<file path="config.mk">
export PLATFORM = sky130hd
export DESIGN_NAME = multicycle_controller_flat
export DESIGN_NICKNAME = d
export VERILOG_FILES = /design/src/rtl/multicycle_controller_if.sv /design/src/rtl/multicycle_controller.sv /design/src/flat_wrapper.sv
export SDC_FILE = /design/constraint.sdc
export NUM_CORES = 1
export LEC_CHECK = 0
export ABC_AREA = 1
export CAP_MARGIN = 40
export CORE_AREA = 2 2 41 43
export CTS_CLUSTER_SIZE = 24
export DETAILED_ROUTE_END_ITERATION = 8
export DIE_AREA = 0 0 43 45
export DONT_BUFFER_PORTS = 1
export SYNTH_ARGS = -nofsm -noshare
export SYNTH_HDL_FRONTEND = slang
export SYNTH_SLANG_ARGS = --single-unit
</file>
<file path="constraint.sdc">
create_clock -name clk -period 2.25 [get_ports clk]
set_input_delay 0 -clock clk [delete_from_list [all_inputs] [get_ports clk]]
set_output_delay 0 -clock clk [all_outputs]
set_load 0.005 [all_outputs]
</file>
<file path="src/rtl/multicycle_controller_if.sv">
// Control bundle between the multicycle controller and its datapath.
// The controller drives the controls every cycle, so there is no handshake: each cycle's outputs are valid for that cycle only.
interface multicycle_controller_if;
  logic [5:0] OpCode;
  logic [5:0] Funct;
  logic       mem_ready;
  logic       PCWrite, PCWriteCond, IorD, MemRead, MemWrite, IRWrite, RegWrite, ExtOp, LuiOp;
  logic [1:0] RegDst, MemtoReg, ALUSrcA, ALUSrcB, PCSource, ALUOp;
  logic [2:0] state;
  logic       illegal;

  modport master (
    input  OpCode, Funct, mem_ready,
    output PCWrite, PCWriteCond, IorD, MemRead, MemWrite, IRWrite, RegWrite, ExtOp, LuiOp,
    output RegDst, MemtoReg, ALUSrcA, ALUSrcB, PCSource, ALUOp, state, illegal
  );

  modport slave (
    output OpCode, Funct, mem_ready,
    input  PCWrite, PCWriteCond, IorD, MemRead, MemWrite, IRWrite, RegWrite, ExtOp, LuiOp,
    input  RegDst, MemtoReg, ALUSrcA, ALUSrcB, PCSource, ALUOp, state, illegal
  );
endinterface

</file>
<file path="src/rtl/multicycle_controller.sv">
// Five-state multicycle MIPS-style controller: IF, ID, EX, MEM, WB.
// The state register resets asynchronously; all controls are decoded combinationally and forced to zero while reset is high.
module multicycle_controller (
  input  logic                    clk,
  input  logic                    reset,
  multicycle_controller_if.master bus
);

  typedef enum logic [2:0] {
    S_IF  = 3'd0,
    S_ID  = 3'd1,
    S_EX  = 3'd2,
    S_MEM = 3'd3,
    S_WB  = 3'd4
  } state_t;

  typedef struct packed {
    logic       illegal;
    logic       pc_write;
    logic       pc_write_cond;
    logic       iord;
    logic       mem_read;
    logic       mem_write;
    logic       ir_write;
    logic       reg_write;
    logic       ext_op;
    logic       lui_op;
    logic [1:0] reg_dst;
    logic [1:0] mem_to_reg;
    logic [1:0] alu_src_a;
    logic [1:0] alu_src_b;
    logic [1:0] pc_source;
    logic [1:0] alu_op;
  } ctrl_t;

  state_t state_q, state_d;
  ctrl_t  ctrl_d, ctrl_o;

  logic is_rtype, is_j, is_jal, is_beq, is_lw, is_sw, is_ialu;
  logic is_jr, is_jalr, is_shift, is_legal;

  assign is_rtype = (bus.OpCode == 6'h00);
  assign is_j     = (bus.OpCode == 6'h02);
  assign is_jal   = (bus.OpCode == 6'h03);
  assign is_beq   = (bus.OpCode == 6'h04);
  assign is_lw    = (bus.OpCode == 6'h23);
  assign is_sw    = (bus.OpCode == 6'h2b);
  assign is_ialu  = (bus.OpCode inside {6'h08, 6'h09, 6'h0a, 6'h0b, 6'h0c, 6'h0d, 6'h0f});
  assign is_jr    = is_rtype && (bus.Funct == 6'h08);
  assign is_jalr  = is_rtype && (bus.Funct == 6'h09);
  assign is_shift = bus.Funct inside {6'h00, 6'h02, 6'h03};
  assign is_legal = is_rtype || is_j || is_jal || is_beq || is_lw || is_sw || is_ialu;

  always_ff @(posedge clk or posedge reset) begin
    if (reset) state_q <= S_IF;
    else       state_q <= state_d;
  end

  always_comb begin
    ctrl_d  = '0;
    state_d = S_IF;
    case (state_q)
      S_IF: begin
        ctrl_d.mem_read  = 1'b1;
        ctrl_d.alu_src_b = 2'b01;
        ctrl_d.ir_write  = bus.mem_ready;
        ctrl_d.pc_write  = bus.mem_ready;
        state_d          = bus.mem_ready ? S_ID : S_IF;
      end
      S_ID: begin
        // Speculatively compute the branch target into ALUOut.
        ctrl_d.alu_src_b = 2'b11;
        if (is_j || is_jal) begin
          ctrl_d.pc_write  = 1'b1;
          ctrl_d.pc_source = 2'b10;
          if (is_jal) begin
            ctrl_d.reg_write  = 1'b1;
            ctrl_d.reg_dst    = 2'b10;
            ctrl_d.mem_to_reg = 2'b10;
          end
          state_d = S_IF;
        end else if (is_jr || is_jalr) begin
          ctrl_d.pc_write  = 1'b1;
          ctrl_d.pc_source = 2'b11;
          if (is_jalr) begin
            ctrl_d.reg_write  = 1'b1;
            ctrl_d.reg_dst    = 2'b01;
            ctrl_d.mem_to_reg = 2'b10;
          end
          state_d = S_IF;
        end else if (!is_legal) begin
          ctrl_d.illegal = 1'b1;
          state_d        = S_IF;
        end else begin
          state_d = S_EX;
        end
      end
      S_EX: begin
        if (is_rtype) begin
          ctrl_d.alu_src_a = is_shift ? 2'b10 : 2'b01;
          ctrl_d.alu_op    = 2'b10;
          state_d          = S_WB;
        end else if (is_beq) begin
          ctrl_d.alu_src_a     = 2'b01;
          ctrl_d.alu_op        = 2'b01;
          ctrl_d.pc_write_cond = 1'b1;
          ctrl_d.pc_source     = 2'b01;
          state_d              = S_IF;
        end else if (is_lw || is_sw) begin
          ctrl_d.alu_src_a = 2'b01;
          ctrl_d.alu_src_b = 2'b10;
          ctrl_d.ext_op    = 1'b1;
          state_d          = S_MEM;
        end else if (is_ialu) begin
          ctrl_d.alu_src_a = 2'b01;
          ctrl_d.alu_src_b = 2'b10;
          ctrl_d.alu_op    = 2'b11;
          // andi/ori zero-extend; everything else sign-extends.
          ctrl_d.ext_op    = !(bus.OpCode inside {6'h0c, 6'h0d});
          ctrl_d.lui_op    = (bus.OpCode == 6'h0f);
          state_d          = S_WB;
        end
      end
      S_MEM: begin
        ctrl_d.iord      = 1'b1;
        ctrl_d.mem_read  = is_lw;
        ctrl_d.mem_write = is_sw;
        if (!bus.mem_ready)  state_d = S_MEM;
        else if (is_lw)      state_d = S_WB;
        else                 state_d = S_IF;
      end
      S_WB: begin
        ctrl_d.reg_write  = 1'b1;
        ctrl_d.reg_dst    = is_rtype ? 2'b01 : 2'b00;
        ctrl_d.mem_to_reg = is_lw ? 2'b01 : 2'b00;
      end
      default: state_d = S_IF;
    endcase
  end

  // Reset overrides everything, including the IF fetch controls.
  assign ctrl_o = reset ? '0 : ctrl_d;

  assign bus.state       = state_q;
  assign bus.illegal     = ctrl_o.illegal;
  assign bus.PCWrite     = ctrl_o.pc_write;
  assign bus.PCWriteCond = ctrl_o.pc_write_cond;
  assign bus.IorD        = ctrl_o.iord;
  assign bus.MemRead     = ctrl_o.mem_read;
  assign bus.MemWrite    = ctrl_o.mem_write;
  assign bus.IRWrite     = ctrl_o.ir_write;
  assign bus.RegWrite    = ctrl_o.reg_write;
  assign bus.ExtOp       = ctrl_o.ext_op;
  assign bus.LuiOp       = ctrl_o.lui_op;
  assign bus.RegDst      = ctrl_o.reg_dst;
  assign bus.MemtoReg    = ctrl_o.mem_to_reg;
  assign bus.ALUSrcA     = ctrl_o.alu_src_a;
  assign bus.ALUSrcB     = ctrl_o.alu_src_b;
  assign bus.PCSource    = ctrl_o.pc_source;
  assign bus.ALUOp       = ctrl_o.alu_op;

endmodule

</file>
<file path="src/flat_wrapper.sv">
// flat-port wrapper written by rule: the top's interface ports become plain ports
module multicycle_controller_flat 
  (clk, reset, bus_OpCode, bus_Funct, bus_mem_ready, bus_PCWrite, bus_PCWriteCond, bus_IorD, bus_MemRead, bus_MemWrite, bus_IRWrite, bus_RegWrite, bus_ExtOp, bus_LuiOp, bus_RegDst, bus_MemtoReg, bus_ALUSrcA, bus_ALUSrcB, bus_PCSource, bus_ALUOp, bus_state, bus_illegal);
  multicycle_controller_if bus_i ();
  input  logic clk;
  input  logic reset;
  input wire logic [$bits(bus_i.OpCode)-1:0] bus_OpCode;
  input wire logic [$bits(bus_i.Funct)-1:0] bus_Funct;
  input wire logic [$bits(bus_i.mem_ready)-1:0] bus_mem_ready;
  output wire logic [$bits(bus_i.PCWrite)-1:0] bus_PCWrite;
  output wire logic [$bits(bus_i.PCWriteCond)-1:0] bus_PCWriteCond;
  output wire logic [$bits(bus_i.IorD)-1:0] bus_IorD;
  output wire logic [$bits(bus_i.MemRead)-1:0] bus_MemRead;
  output wire logic [$bits(bus_i.MemWrite)-1:0] bus_MemWrite;
  output wire logic [$bits(bus_i.IRWrite)-1:0] bus_IRWrite;
  output wire logic [$bits(bus_i.RegWrite)-1:0] bus_RegWrite;
  output wire logic [$bits(bus_i.ExtOp)-1:0] bus_ExtOp;
  output wire logic [$bits(bus_i.LuiOp)-1:0] bus_LuiOp;
  output wire logic [$bits(bus_i.RegDst)-1:0] bus_RegDst;
  output wire logic [$bits(bus_i.MemtoReg)-1:0] bus_MemtoReg;
  output wire logic [$bits(bus_i.ALUSrcA)-1:0] bus_ALUSrcA;
  output wire logic [$bits(bus_i.ALUSrcB)-1:0] bus_ALUSrcB;
  output wire logic [$bits(bus_i.PCSource)-1:0] bus_PCSource;
  output wire logic [$bits(bus_i.ALUOp)-1:0] bus_ALUOp;
  output wire logic [$bits(bus_i.state)-1:0] bus_state;
  output wire logic [$bits(bus_i.illegal)-1:0] bus_illegal;
  assign bus_i.OpCode = bus_OpCode;
  assign bus_i.Funct = bus_Funct;
  assign bus_i.mem_ready = bus_mem_ready;
  assign bus_PCWrite = bus_i.PCWrite;
  assign bus_PCWriteCond = bus_i.PCWriteCond;
  assign bus_IorD = bus_i.IorD;
  assign bus_MemRead = bus_i.MemRead;
  assign bus_MemWrite = bus_i.MemWrite;
  assign bus_IRWrite = bus_i.IRWrite;
  assign bus_RegWrite = bus_i.RegWrite;
  assign bus_ExtOp = bus_i.ExtOp;
  assign bus_LuiOp = bus_i.LuiOp;
  assign bus_RegDst = bus_i.RegDst;
  assign bus_MemtoReg = bus_i.MemtoReg;
  assign bus_ALUSrcA = bus_i.ALUSrcA;
  assign bus_ALUSrcB = bus_i.ALUSrcB;
  assign bus_PCSource = bus_i.PCSource;
  assign bus_ALUOp = bus_i.ALUOp;
  assign bus_state = bus_i.state;
  assign bus_illegal = bus_i.illegal;
  multicycle_controller u_core (.clk(clk), .reset(reset), .bus(bus_i));
endmodule
</file>
==> results of run 1 <==
-- layout by cell type, fill, tap and decap left out, drive strengths merged --
cell type / Yosys / routed
nand2: 29 / 29
clkbuf: 0 / 4
a21oi: 3 / 3
a21boi: 1 / 1
dlygate4sd3: 0 / 3
inv: 24 / 24
nor4: 2 / 2
dfrtp: 3 / 3
nor2: 26 / 26
o21ai: 2 / 2
nand3: 13 / 13
and3: 1 / 1
o22ai: 2 / 2
nor3: 4 / 4
nand4: 4 / 4
nand3b: 2 / 2
-- per-layer routing --
layer  vias up  track usage
met1       328       0.2298
met4         0      0.03636
met5         -            0
li1        386            -
met3         0      0.06800
met2        35       0.3242
-- worst max-delay path: stages, from the launching register on --
cell           delay [ns]
dfrtp_1              0.48
inv_2                0.11
nor3_1               0.20
nand3_1              0.13
o21ai_1              0.14
dlygate4sd3_1        0.57
-- repair_timing --
item / CTS / global route
setup buffers: 0 / 0
hold endpoints to repair: 6 / 0
hold buffers: 3 / 0
-- power by group through the flow --
| stage | registers (µW) | clock network, µW | logic, µW |
|---|---|---|---|
| final | 64.4 | 92.9 | 81.3 |
| after global routing | 65.0 | 101 | 91.7 |
| after global placement | 64.8 | 0 | 77.1 |
| after detailed placement | 65.2 | 0 | 77.7 |
| after floorplan | 63.8 | 0 | 68.6 |
| after CTS | 64.5 | 95.9 | 81.2 |
-- logic make-up after synthesis --
| logic type | share of synthesized area |
|---|---|
| buffers and inverters | 0.1557 |
| AND/OR/NAND/NOR | 0.6427 |
| AO/OA/AOI/OAI | 0.08184 |
| flip-flops | 0.1198 |
-- final timing paths --
kind | from | end | slack, ns
worst max-delay path | u_core.bus.state[0] | u_core.bus.state[2] | 0.54
worst min-delay path | reset | bus_MemRead | 0.03
worst max register to register | u_core.bus.state[0] | u_core.bus.state[2] | 0.54
worst min register to register | u_core.bus.state[0] | u_core.bus.state[0] | 0.82
max in group asynchronous | reset | u_core.bus.state[1] | 1.93
min in group asynchronous | reset | u_core.bus.state[2] | 0.14
-- layout make-up --
| type | count | area, µm² | area share |
|---|---|---|---|
| inverters | 24 | 90.09 | 0.1295 |
| repair buffers | 3 | 30.03 | 0.04317 |
| well taps | 16 | 20.02 | 0.02878 |
| flip-flops and latches | 3 | 75.07 | 0.1079 |
| clock buffers | 4 | 26.28 | 0.03777 |
| multi-input cells | 89 | 454.2 | 0.6529 |
-- per-stage QoR --
stage | hold WS (ns) | power (µW) | setup slack, ns
2_1_floorplan | -0.05577 | 132.4 | 1.153
3_3_place_gp | -0.1852 | 141.9 | 1.025
3_5_place_dp | -0.1935 | 142.8 | 1.005
4_1_cts | 0.03319 | 241.6 | 0.5765
5_1_grt | 0.03646 | 257.4 | 0.4658
6_report | 0.03337 | 238.7 | 0.5376
==> results.md, run 1 <==
* Outcome: finished clean
* Number of I/O port buffers at 0
* Sequential Power Share at 0.270
* CP startpoint kind: flop
* Layout cells sized above 1 at 0.1626
* Iter 0 DRT Violations at 22
* H-tree levels at 1
* TritonCTS buffer count at 3
* Rows at 14
* Top_reg_cell synth: dfrtp_1
* Ys Warns at 0
* Synth top area cells: nand2_1 (15%), inv_1 (13%), dfrtp_1 (12%)
* Hold Path Class: in -> out
* RePlAce Congestion at ~0.84
* WL met3 at 185 µm
* Net count after synthesis at ~130
* F_max at 584.0 MHz
* Filler Cell Count at 179
* FF+latch count, synth at 3
* Area Growth Syn to Fin at 10.98%
* Highest routing layer actually used: met3
* RSZ-0062 raised after global routing: false
* Worst Path Max Fanout at 6
* Post-DP HPWL at 1462 µm
* Crit path arrival time at ~1.9 ns
* Clock Power Share at 0.389
* Final #Nets at roughly 140
* Fin crit share at 0.7611
* CTS Buffer Depth at 2
* PwrDens at 343.1 mW/mm²
* CORE AREA at 0.001471 mm²
* Yosys top cell area share at 0.1497
* Metal-1 WL at ~740 µm
* Worst EP required at 2.41 ns
* NetSw at around 87 µW
* Combinational fraction of design power at 0.341
* Worst Skew at around 0.0017 ns
* Chip Width at between 40 and 50 µm
* Vias in the first global route at 695
* Avg WL per Cell at 12.54 µm
* Max VDD drop at a little under 400 µV
* # resized after CTS at 0
* Final Util at 0.4728
* Top post-synthesis cells by count: nand2_1 (25), inv_1 (22), nor2_1 (19)
* DRT Wirelength at about 1700 µm
* Final std cells w/o fill at 139
* Inst Count DP at 132
* Register-to-Register Path Depth at 5
* Max-Cap Viols at 0
* Met2 Wirelength at 822 µm
* First-pass GRT wire length at 2787 µm
* CTS root buf: clkbuf_4
* Crit path capture type: flop
* Ant diodes at 0
* Sw Ratio at 0.3657
* Max reg flops at 3
* Asr flop ratio synth at 1.000
* Hold path depth at 1
* Minimum clock period after layout at between 1.5 and 2 ns
* Hold Violations, Final at 0
* Largest net degree at the start of global routing at 11
* Clock Latency Late Sink at between 0.2 and 0.25 ns
* Seq/Total Area, Yosys at 0.1198
* Leakage at roughly 0.00039 µW
* Synth cell types at 22
* Fin Setup TNS at 0 ns
* Syn avg cell area at 5.358 µm²
* Total congestion overflow at 0
* GRT Overall Usage at 0.1884
* DR vias/cell at 5.388
* I/O pin cnt at 40
* Finished Cell Area at about 700 µm²
* Drt pass-1 iters at 4
* CTS clock-pin slew for the worst setup and hold paths at 0.04 ns
* Max Slew Vio Count at 0
* ANT nets after route at 0
* Int Pwr at between 150 and 200 µW
* Vias at 749
* Post-synth EDFFs at 0
* Slew margin rel. at 0.7352
* Worst-Margin Slew at 0.3936 ns
* CTS tree: built
* CTS sink count at 3
* Initial Utilization at 0.4260
* Drt drc at 0
* Endpoints failing setup at 0
* Area leader, netlist: nand2_1
* Post-Syn Area at 626.9 µm²
* Initial antenna violation count at 0
* Critical path class: reg -> reg
* Top-count cell post-synth: nand2_1
* Die height at 45 µm
* DP Area at 639.4 µm²
* Die ar. at 0.001935 mm²
* Syn Inst Count at 117
Note: power is estimated with default switching activity, not from simulation.
==> run 2: changes to the inputs <==
- ABC_AREA: 1 -> 0
- clock period: 2.25 -> 1.6 ns (I/O delays scaled with it)
==> results.md, run 2 <==
* Outcome: finished clean (unchanged)
* Pwr Total at 354.2 µW (was 238.7 µW)
* Syn avg cell area at 6.634 µm² (was 5.358 µm²)
* Pre-CTS WS at 0.1904 ns (was 1.005 ns)
* Top post-synthesis cells by count: nor2_1 (12), nand2_1 (11), nor3_1 (8) (was nand2_1 (25), inv_1 (22), nor2_1 (19))
* CTS sink count at 3 (unchanged)
* Layout cells sized above 1 at 0.1942 (was 0.1626)
* Worst Skew at 0.001129 ns (was 0.001659 ns)
* Drt pass-1 iters at 4 (unchanged)
* Hold Path Class: in -> out (unchanged)
* CORE AREA at 0.001471 mm² (unchanged)
* Avg WL per Cell at 16.34 µm (was 12.54 µm)
* Total congestion overflow at 0 (unchanged)
* Die ar. at 0.001935 mm² (unchanged)
* Post-Syn Area at 636.9 µm² (was 626.9 µm²)
* Buf+Inv Stages, Crit Path at 0 (was 2)
* RePlAce Congestion at 0.8411 (was 0.8370)
* Area leader, netlist: dfrtp_1 (was nand2_1)
* TritonCTS buffer count at 3 (unchanged)
* CTS Buffer Depth at 2 (unchanged)
* Rows at 14 (unchanged)
* Crit path arrival time at 1.57 ns (was 1.87 ns)
* Post-DP HPWL at 1381 µm (was 1462 µm)
* Worst-path cell chain: nand2b_4, or3_4, a2111oi_4, o31a_1 (was inv_2, nor3_1, nand3_1, o21ai_1, dlygate4sd3_1)
* FF+latch count, synth at 3 (unchanged)
* Top-count cell post-synth: nor2_1 (was nand2_1)
* Max reg flops at 3 (unchanged)
* Die height at 45 µm (unchanged)
* Top_reg_cell synth: dfrtp_1 (unchanged)
* Fin crit share at 0.9841
* Area Growth Syn to Fin at 21.81% (was 10.98%)
* Crit path capture type: output pin (was flop)
* GRT Overall Usage at 0.2123 (was 0.1884)
* Iter 0 DRT Violations at 20 (was 22)
* Highest routing layer actually used: met4 (was met3)
* Filler Cell Count at 154 (was 179)
* Ys Warns at 0 (unchanged)
* Post-CTS Repair Setup Buffers at 0 (unchanged)
* Final #Nets at 119 (was 139)
* Seq/Total Area, Yosys at 0.1179 (was 0.1198)
* Critical path class: reg -> out (was reg -> reg)
* WL met3 at 130 µm (was 185 µm)
* Vias in the first global route at 668 (was 695)
* ANT nets after route at 0 (unchanged)
* H-tree levels at 1 (unchanged)
* Post-synth EDFFs at 0 (unchanged)
* Max-Cap Viols at 0 (unchanged)
* Met2 Wirelength at 1022 µm (was 822 µm)
* CTS clock-pin slew for the worst setup and hold paths at 0.04 ns (about the same)
* Hold Violations, Final at 0 (unchanged)
* Slew margin rel. at 0.7259 (was 0.7352)
* Commonest cells after routing, fill and taps aside: nor2_1 (11), nand2_1 (11), a21oi_1 (7) (was nand2_1 (25), inv_1 (22), nor2_1 (19))
* Finished Cell Area at 775.7 µm² (was 695.7 µm²)
* Minimum clock period after layout at 1.574 ns
* CTS tree: built (unchanged)
* Max VDD drop at 552.2 µV (was 390.7 µV)
* Drt drc at 0 (unchanged)
* Hold slack at 0.03187 ns (was 0.03337 ns)
* Ant diodes at 0 (unchanged)
* Synth cell types at 35 (was 22)
* Endpoints failing setup at 0 (unchanged)
* Chip Width at 43 µm (unchanged)
* RSZ-0062 raised after global routing: true (was false)
* Leakage at 0.0002931 µW (was 0.0003863 µW)
* Worst-Margin Slew at 0.4068 ns (was 0.3936 ns)
* Largest net degree at the start of global routing at 16 (was 11)
* Asr flop ratio synth at 1.000 (unchanged)
* F_max at 635.1 MHz
* Max Slew Vio Count at 0 (unchanged)
* Number of I/O port buffers at 0 (unchanged)
* Slowest-stage cell, CP: dfrtp_1 (was dlygate4sd3_1)
* DP Area at 653.1 µm² (was 639.4 µm²)
* Worst Path Max Fanout at 4 (was 6)
* PwrDens at 456.6 mW/mm² (was 343.1 mW/mm²)
* Initial Utilization at 0.4328 (was 0.4260)
* CP startpoint kind: flop (unchanged)
* CTS root buf: clkbuf_4 (unchanged)
* First-pass GRT wire length at 3111 µm (was 2787 µm)
* Critical path's top delay family: simple AND/OR/NAND/NOR gates (was buffers and inverters)
* I/O pin cnt at 40 (unchanged)
* Worst EP required at 1.60 ns (was 2.41 ns)
* Synth top area cells: dfrtp_1 (12%), nor4b_4 (7.5%), nor2_1 (7.1%) (was nand2_1 (15%), inv_1 (13%), dfrtp_1 (12%))
* Net count after synthesis at 111 (was 132)
* Vias at 736 (was 749)
* Metal-1 WL at 776 µm (was 735 µm)
* Yosys top cell area share at 0.1179 (was 0.1497)
* Fin Setup TNS at 0 ns (unchanged)
* Syn Inst Count at 96 (was 117)
* Final WS setup at 0.02551 ns (was 0.5376 ns)
* DRT Wirelength at 1944 µm (was 1743 µm)
* Slowest Stage Delay on Critical Path at 0.37 ns (was 0.57 ns)
* DR vias/cell at 6.185 (was 5.388)
* Clock Latency Late Sink at 0.23 ns (about the same)
* Initial antenna violation count at 0 (unchanged)
==> run 2: cell count changes after synthesis, sizes merged, moves of 4 or more <==
cell	change
and3	+4
nor3	+4
nor2b	+4
nand4	-4
nand2	-18
inv	-21
nand3	-9
nor2	-14
a21oi	+4
==> run 2: path summary, 6_finish.rpt <==
check	from	endpoint	slack, ns	cells after the start
worst max-delay path	u_core.bus.state[2]	bus_ExtOp	0.03	4
max in group asynchronous	reset	u_core.bus.state[1]	1.31	2
worst max register to register	u_core.bus.state[0]	u_core.bus.state[0]	0.38	4
min in group asynchronous	reset	u_core.bus.state[0]	0.12	2
worst min-delay path	reset	bus_ALUSrcB[0]	0.03	1
worst min register to register	u_core.bus.state[2]	u_core.bus.state[2]	0.61	2
==> run 2: metrics by stage <==
step                        util  cells
after floorplan                -     96
after global placement    0.4439    110
after detailed placement  0.4439    110
after CTS                 0.5111    119
after global routing      0.5272    119
final                     0.5272    119
==> run 2: cell families after synthesis <==
family,share of synthesized area
buffers and inverters,0.07072
AO/OA/AOI/OAI,0.2711
flip-flops,0.1179
AND/OR/NAND/NOR,0.5403
==> run 2: power by group <==
| group | internal [µW] | total [µW] | switching [µW] |
|---|---|---|---|
| Combinational | 57.1 | 131 | 74.4 |
| Sequential | 81.8 | 87.8 | 5.94 |
| Clock | 93.6 | 135 | 41.4 |
==> run 2: worst reg2reg max path, stage by stage (launching register included) <==
cell and delay, ns:
dfrtp_1 0.39, buf_4 0.19, nor2b_1 0.14, o21ai_0 0.23, o21ai_0 0.14
==> run 2: timing repair <==
item,in CTS,in global routing
pin swaps,0,1
hold buffers,5,0
endpoints found under the setup margin,3,4
endpoints found under the hold margin,6,0
gates resized for setup,3,6
==> run 2: routing by layer <==
metal | GRT usage | vias to the layer above
li1 | - | 364
met1 | 0.2604 | 346
met2 | 0.3636 | 24
met3 | 0.04800 | 2
met4 | 0.08485 | 0
met5 | 0 | -
==> run 2: area by class of cell <==
class / count / area, µm² / area share
Clock buffer: 4 / 26.28 / 0.03387
Inverter: 3 / 11.26 / 0.01452
Multi-Input combinational cell: 84 / 563.0 / 0.7258
Sequential cell: 3 / 75.07 / 0.09677
Tap cell: 16 / 20.02 / 0.02581
Timing Repair Buffer: 9 / 80.08 / 0.1032
